File: config.mk
export PLATFORM = sky130hd
export DESIGN_NAME = apb_gpio_irq
export DESIGN_NICKNAME = d
export VERILOG_FILES = /design/src/rtl/apb_gpio_irq.sv
export SDC_FILE = /design/constraint.sdc
export NUM_CORES = 1
export LEC_CHECK = 0
export ABC_AREA = 0
export CAP_MARGIN = 25
export CORE_ASPECT_RATIO = 0.8
export CORE_MARGIN = 1
export CORE_UTILIZATION = 40
export DETAILED_ROUTE_END_ITERATION = 6
export SETUP_SLACK_MARGIN = 0.1
export SYNTH_ARGS = -nofsm -noshare
export SYNTH_HDL_FRONTEND = slang
export SYNTH_SLANG_ARGS = --single-unit
File: constraint.sdc
create_clock -name PCLK -period 2 [get_ports PCLK]
set_input_delay 0.5 -clock PCLK [delete_from_list [all_inputs] [get_ports PCLK]]
set_output_delay 0.5 -clock PCLK [all_outputs]
set_load 0.1 [all_outputs]
File: src/rtl/apb_gpio_irq.sv
// ---------------------------------------------------------------------------
// apb_gpio_irq
//   APB3 GPIO slave with per-channel interrupt controller.
//   Each channel has an output data bit and an output enable. Each input bit
//   passes through a synchroniser, then a programmable debounce filter, then
//   an event detector (level/rise/fall/both) that sets a sticky W1C status bit.
//
// Ports:
//   PCLK, PRESET          clock and synchronous active-high reset
//   PSEL, PENABLE, PWRITE APB3 control
//   PADDR[7:0]            byte address (bits [1:0] ignored)
//   PWDATA[31:0]          write data
//   PRDATA[31:0]          read data (combinational, 0 unless PSEL & !PWRITE)
//   PREADY                always 1 (zero wait states)
//   PSLVERR               unmapped access or write to read-only DIN
//   GPIO_IN               asynchronous pin inputs
//   GPIO_OUT, GPIO_OE     output data / enable straight from registers
//   INT                   registered STATUS & IRQ_EN per channel
//   INT_OR                OR of INT
//
// Register map (word offsets):
//   0x00 DOUT  0x04 OE  0x08 DIN(RO)  0x0C IRQ_EN  0x10 IRQ_TYPE
//   0x14 IRQ_POL  0x18 IRQ_BOTH  0x1C STATUS(W1C)  0x20 DEBOUNCE
// ---------------------------------------------------------------------------
`timescale 1ns/1ps

module apb_gpio_irq #(
  parameter int NUM_GPIO    = 8,
  parameter int SYNC_STAGES = 2,
  parameter int DB_WIDTH    = 8
) (
  input  logic                PCLK,
  input  logic                PRESET,
  input  logic                PSEL,
  input  logic                PENABLE,
  input  logic                PWRITE,
  input  logic [7:0]          PADDR,
  input  logic [31:0]         PWDATA,
  output logic [31:0]         PRDATA,
  output logic                PREADY,
  output logic                PSLVERR,
  input  logic [NUM_GPIO-1:0] GPIO_IN,
  output logic [NUM_GPIO-1:0] GPIO_OUT,
  output logic [NUM_GPIO-1:0] GPIO_OE,
  output logic [NUM_GPIO-1:0] INT,
  output logic                INT_OR
);

  localparam logic [5:0] REG_DOUT     = 6'd0;
  localparam logic [5:0] REG_OE       = 6'd1;
  localparam logic [5:0] REG_DIN      = 6'd2;
  localparam logic [5:0] REG_IRQ_EN   = 6'd3;
  localparam logic [5:0] REG_IRQ_TYPE = 6'd4;
  localparam logic [5:0] REG_IRQ_POL  = 6'd5;
  localparam logic [5:0] REG_IRQ_BOTH = 6'd6;
  localparam logic [5:0] REG_STATUS   = 6'd7;
  localparam logic [5:0] REG_DEBOUNCE = 6'd8;

  logic [5:0]          word_addr;
  logic                access_phase;
  logic                addr_mapped;
  logic                bus_err;
  logic                wr_commit;
  logic [NUM_GPIO-1:0] wdata_gpio;

  logic [NUM_GPIO-1:0] dout_reg;
  logic [NUM_GPIO-1:0] oe_reg;
  logic [NUM_GPIO-1:0] irq_en_reg;
  logic [NUM_GPIO-1:0] irq_type_reg;
  logic [NUM_GPIO-1:0] irq_pol_reg;
  logic [NUM_GPIO-1:0] irq_both_reg;
  logic [DB_WIDTH-1:0] db_reg;
  logic [NUM_GPIO-1:0] int_reg;

  logic [NUM_GPIO-1:0] din_filt;
  logic [NUM_GPIO-1:0] status_vec;
  logic [NUM_GPIO-1:0] status_clr;

  // Byte-lane bits and upper write-data bits are not decoded.
  logic unused_bits;
  assign unused_bits = ^{PADDR[1:0], PWDATA};

  // -------------------------------------------------------------------------
  // APB decode
  // -------------------------------------------------------------------------
  assign word_addr    = PADDR[7:2];
  assign access_phase = PSEL & PENABLE;
  assign addr_mapped  = (word_addr <= REG_DEBOUNCE);
  // DIN is read-only, so a write to it is flagged and dropped.
  assign bus_err      = access_phase & (~addr_mapped | (PWRITE & (word_addr == REG_DIN)));
  assign wr_commit    = access_phase & PWRITE & ~bus_err;
  assign wdata_gpio   = PWDATA[NUM_GPIO-1:0];

  assign PREADY  = 1'b1;
  assign PSLVERR = bus_err;

  assign status_clr = (wr_commit && (word_addr == REG_STATUS)) ? wdata_gpio : '0;

  // -------------------------------------------------------------------------
  // Control registers
  // -------------------------------------------------------------------------
  always_ff @(posedge PCLK) begin
    if (PRESET) begin
      dout_reg     <= '0;
      oe_reg       <= '0;
      irq_en_reg   <= '0;
      irq_type_reg <= '0;
      irq_pol_reg  <= '0;
      irq_both_reg <= '0;
      db_reg       <= '0;
    end else if (wr_commit) begin
      case (word_addr)
        REG_DOUT:     dout_reg     <= wdata_gpio;
        REG_OE:       oe_reg       <= wdata_gpio;
        REG_IRQ_EN:   irq_en_reg   <= wdata_gpio;
        REG_IRQ_TYPE: irq_type_reg <= wdata_gpio;
        REG_IRQ_POL:  irq_pol_reg  <= wdata_gpio;
        REG_IRQ_BOTH: irq_both_reg <= wdata_gpio;
        REG_DEBOUNCE: db_reg       <= PWDATA[DB_WIDTH-1:0];
        default:      ;
      endcase
    end
  end

  assign GPIO_OUT = dout_reg;
  assign GPIO_OE  = oe_reg;

  // -------------------------------------------------------------------------
  // Read mux
  // -------------------------------------------------------------------------
  always_comb begin
    PRDATA = '0;
    if (PSEL && !PWRITE && addr_mapped) begin
      case (word_addr)
        REG_DOUT:     PRDATA[NUM_GPIO-1:0] = dout_reg;
        REG_OE:       PRDATA[NUM_GPIO-1:0] = oe_reg;
        REG_DIN:      PRDATA[NUM_GPIO-1:0] = din_filt;
        REG_IRQ_EN:   PRDATA[NUM_GPIO-1:0] = irq_en_reg;
        REG_IRQ_TYPE: PRDATA[NUM_GPIO-1:0] = irq_type_reg;
        REG_IRQ_POL:  PRDATA[NUM_GPIO-1:0] = irq_pol_reg;
        REG_IRQ_BOTH: PRDATA[NUM_GPIO-1:0] = irq_both_reg;
        REG_STATUS:   PRDATA[NUM_GPIO-1:0] = status_vec;
        REG_DEBOUNCE: PRDATA[DB_WIDTH-1:0] = db_reg;
        default:      PRDATA = '0;
      endcase
    end
  end

  // -------------------------------------------------------------------------
  // Per-channel input path: synchroniser -> debounce -> event -> status
  // -------------------------------------------------------------------------
  for (genvar gi = 0; gi < NUM_GPIO; gi++) begin : g_chan
    logic [SYNC_STAGES-1:0] sync_reg;
    logic [DB_WIDTH-1:0]    cnt_reg;
    logic                   filt_reg;
    logic                   filt_d_reg;
    logic                   status_reg;
    logic                   sync_out;
    logic                   rise;
    logic                   fall;
    logic                   evt;

    always_ff @(posedge PCLK) begin
      if (PRESET) begin
        sync_reg <= '0;
      end else begin
        sync_reg <= {sync_reg[SYNC_STAGES-2:0], GPIO_IN[gi]};
      end
    end

    assign sync_out = sync_reg[SYNC_STAGES-1];

    // The filtered value only moves once the synchronised input has
    // disagreed with it for DEBOUNCE+1 consecutive cycles; any agreement
    // restarts the count. The compare uses the live DEBOUNCE register, so a
    // new value applies to counts already in flight.
    always_ff @(posedge PCLK) begin
      if (PRESET) begin
        cnt_reg    <= '0;
        filt_reg   <= 1'b0;
        filt_d_reg <= 1'b0;
      end else begin
        filt_d_reg <= filt_reg;
        if (sync_out == filt_reg) begin
          cnt_reg <= '0;
        end else if (cnt_reg == db_reg) begin
          filt_reg <= sync_out;
          cnt_reg  <= '0;
        end else begin
          cnt_reg <= cnt_reg + DB_WIDTH'(1);
        end
      end
    end

    assign rise = filt_reg & ~filt_d_reg;
    assign fall = ~filt_reg & filt_d_reg;

    always_comb begin
      evt = 1'b0;
      if (!irq_type_reg[gi]) begin
        evt = (filt_reg == irq_pol_reg[gi]);
      end else if (irq_both_reg[gi]) begin
        evt = rise | fall;
      end else if (irq_pol_reg[gi]) begin
        evt = rise;
      end else begin
        evt = fall;
      end
    end

    // A new event beats a simultaneous W1C so no edge is ever lost.
    always_ff @(posedge PCLK) begin
      if (PRESET) begin
        status_reg <= 1'b0;
      end else if (evt) begin
        status_reg <= 1'b1;
      end else if (status_clr[gi]) begin
        status_reg <= 1'b0;
      end
    end

    assign din_filt[gi]   = filt_reg;
    assign status_vec[gi] = status_reg;
  end

  // -------------------------------------------------------------------------
  // Interrupt outputs
  // -------------------------------------------------------------------------
  always_ff @(posedge PCLK) begin
    if (PRESET) begin
      int_reg <= '0;
    end else begin
      int_reg <= status_vec & irq_en_reg;
    end
  end

  assign INT    = int_reg;
  assign INT_OR = |int_reg;

endmodule

==> impl_metrics.json <==
{
  "clockBufferDepth": 2,
  "fin_crit_sh_pct": 122,
  "setup_viol": 9,
  "r2r_start": "db_reg[6]",
  "avgSynthCellArea_um2": 9.27,
  "synthToLayoutAreaGrowth_pct": 31.7,
  "post_drt_via_cell_ratio": 4.81,
  "largest_reg_flops": 64,
  "dp_hpwl_um": 13900,
  "ys_seq_elements": 168,
  "cts_buffers": 17,
  "rsz0062_at_grt": "true",
  "fin_nets": 1098,
  "syn_inst": 884,
  "muxShareOfSynthArea_pct": 12.0,
  "initial_core_util_pct": 41.0,
  "status": "finished with violations",
  "overflow": 0,
  "grt.total_usage_pct": 19.4,
  "cts_tree": "built",
  "startpoint_type": "primary input",
  "setup_slack_ns": -0.442,
  "grt_max_degree": 34,
  "io_buffers": 60,
  "globalplace.congestion": 0.824,
  "skew_ns": 0.0106,
  "drt-initial-drc-count": 400,
  "chipHeight_um": 130,
  "dr.pass1.iters": 5,
  "diodes": 0,
  "core_area_mm2": 0.0200,
  "wl_per_cell_um": 15.2,
  "synth-adder-area-share_pct": 3.66,
  "peakVddDrop_mv": 0.564,
  "clkSinkCount": 168,
  "antenna_found_initial": 0,
  "yosysSeqAreaShare_pct": 41.0,
  "timing.rr.end": "g_chan[5].filt_reg",
  "cap_violations": 0,
  "power_leakage_nw": 4.24,
  "layout_common_cells": "nor2_1 (155), dfxtp_1 (146), buf_4 (91)",
  "async_flop_share_pct": 0,
  "slew_viol_final": 0,
  "cp.required_ns": 1.50,
  "cp.arrival_ns": 1.94,
  "min_to": "INT[5]",
  "clk_latency_ns": 0.43,
  "r2r_cells": 5,
  "ff2ff_setup_slack_ns": 0.50,
  "max_freq_mhz": 409,
  "synthXorXnorAreaFrac_pct": 13.7,
  "synth_ff_type": "dfxtp_1",
  "grt_first_pass_wirelength_um": 31100,
  "pre_cts_slack_ns": -0.889,
  "drive_gt1_share_pct": 22.1,
  "hold_class": "reg2reg",
  "hold_start": "g_chan[5].status_reg",
  "p_total_mw": 7.42,
  "path_clk_slew_ns": 0.07,
  "die_w_um": 162,
  "drcViolationCount": 0,
  "synth-simple-area-share_pct": 17.3,
  "synth_compound_area_share_pct": 5.57,
  "endpoint_kind": "primary output",
  "drt-total-wl_um": 19800,
  "num_vias": 6249,
  "htreeDepth": 4,
  "grt_pass1_vias": 5731,
  "io_pins": 112,
  "die-area_mm2": 0.0211,
  "period_needed_ns": 2.44,
  "critPathMaxFanout": 7,
  "ant_nets": 0,
  "synth_top_family_by_area": "simple AND/OR/NAND/NOR gates",
  "whs_path_depth": 2,
  "ys_warn_count": 0,
  "critPathKind": "in2out",
  "ctsHoldBuffers": 0,
  "netlist_area_mm2": 0.00819,
  "p_per_area_mw_per_mm2": 687,
  "violations": "setup timing",
  "final_common_cell": "nor2_1",
  "synth_edf_count": 0,
  "row_count": 46,
  "ctsRootBufferMaster": "clkbuf_16",
  "finalHoldViolations": 0,
  "synth_cell_types": 41
}
==> worst max path at each step <==
stage / to / startpoint / slack, ns / cells past startpoint
after floorplan: PSLVERR / PADDR[4] / -0.45 / 4
after CTS: PRDATA[3] / PADDR[2] / -0.47 / 6
after global routing: PRDATA[1] / PADDR[2] / -0.49 / 6
after global placement: PRDATA[2] / PADDR[2] / -0.88 / 6
after detailed placement: PRDATA[2] / PADDR[2] / -0.89 / 6
final: PRDATA[2] / PADDR[2] / -0.44 / 6
==> area by class of cell <==
type,instances,area (um2)
tap,264,330
sequential,168,3390
multi-input combinational,632,4540
timing repair buffer,162,1760
fill,1759,9180
clock inverter,10,143
clock buffer,22,474
inverter,40,150
==> synthesized netlist by cell type (7+ instances only) <==
cell type | number | share of area [%]
nand2_1 | 22 | 1.0
xor2_1 | 42 | 4.5
o21ai_0 | 17 | 1.0
clkbuf_1 | 19 | 0.87
dfxtp_1 | 168 | 41
xnor2_1 | 86 | 9.2
mux4_2 | 7 | 1.9
buf_4 | 31 | 2.8
o21ai_1 | 8 | 0.49
buf_2 | 14 | 0.86
nand3_1 | 35 | 2.1
inv_1 | 40 | 1.8
mux2i_1 | 80 | 9.8
a222oi_1 | 7 | 0.86
nor2b_1 | 19 | 1.5
or3_1 | 8 | 0.61
nand4_1 | 16 | 1.2
and3_1 | 20 | 1.5
o2bb2ai_1 | 7 | 0.75
ha_1 | 24 | 3.7
a21oi_1 | 33 | 2.0
nor2_1 | 155 | 7.1
==> kinds of logic (layout without fill, tap and decap cells) <==
logic type,after synthesis,after routing
compound gates,76,76
xor+xnor,128,128
fa+ha+maj,24,24
buf+inv,107,234
flops,168,168
mux,89,89
other cells,2,25
simple gates,290,290
==> stage by stage <==
stage | cell area [um2] | hold slack, ns | TNS [ns] | util [%] | std cells
floorplan | 8420 | 0.408 | -4.05 | - | 907
global placement | 9900 | 0.419 | -26.13 | 49.6 | 1249
detailed placement | 9900 | 0.422 | -27.24 | 49.6 | 1249
CTS | 10700 | 0.437 | -3.49 | 53.6 | 1290
global route | 10800 | 0.457 | -3.81 | 54.0 | 1298
finish | 10800 | 0.432 | -3.18 | 54.0 | 1298
==> repair_timing <==
item / in CTS / in global routing
setup buffers: 7 / 8
pin swaps: 13 / 12
endpoints found under the setup margin: 43 / 10
resized for setup: 51 / 13
endpoints found under the hold margin: 0 / 0
cloned: 3 / 0
==> per-layer routing <==
layer  global-route usage [%]  vias up  wire length [um]
li1                         -     3187                 -
met5                        0        -                 0
met1                     27.4     2925             10000
met3                     4.07       19               909
met4                     5.72        0               246
met2                     29.8      118              8590
==> report_power, final <==
part	internal (mW)	leakage (nW)	total (mW)	switching [mW]
logic	0.191	2.58	0.589	0.398
clock network	2.07	0.301	3.42	1.35
registers	3.38	1.37	3.40	0.0243
==> worst max-delay path, stage by stage <==
cell and delay, ns:
buf_12 0.09, buf_12 0.13, mux4_2 0.48, a222oi_1 0.39
a21oi_4 0.14, buf_12 0.20
No activity file was read; power rests on OpenSTA's default activity.
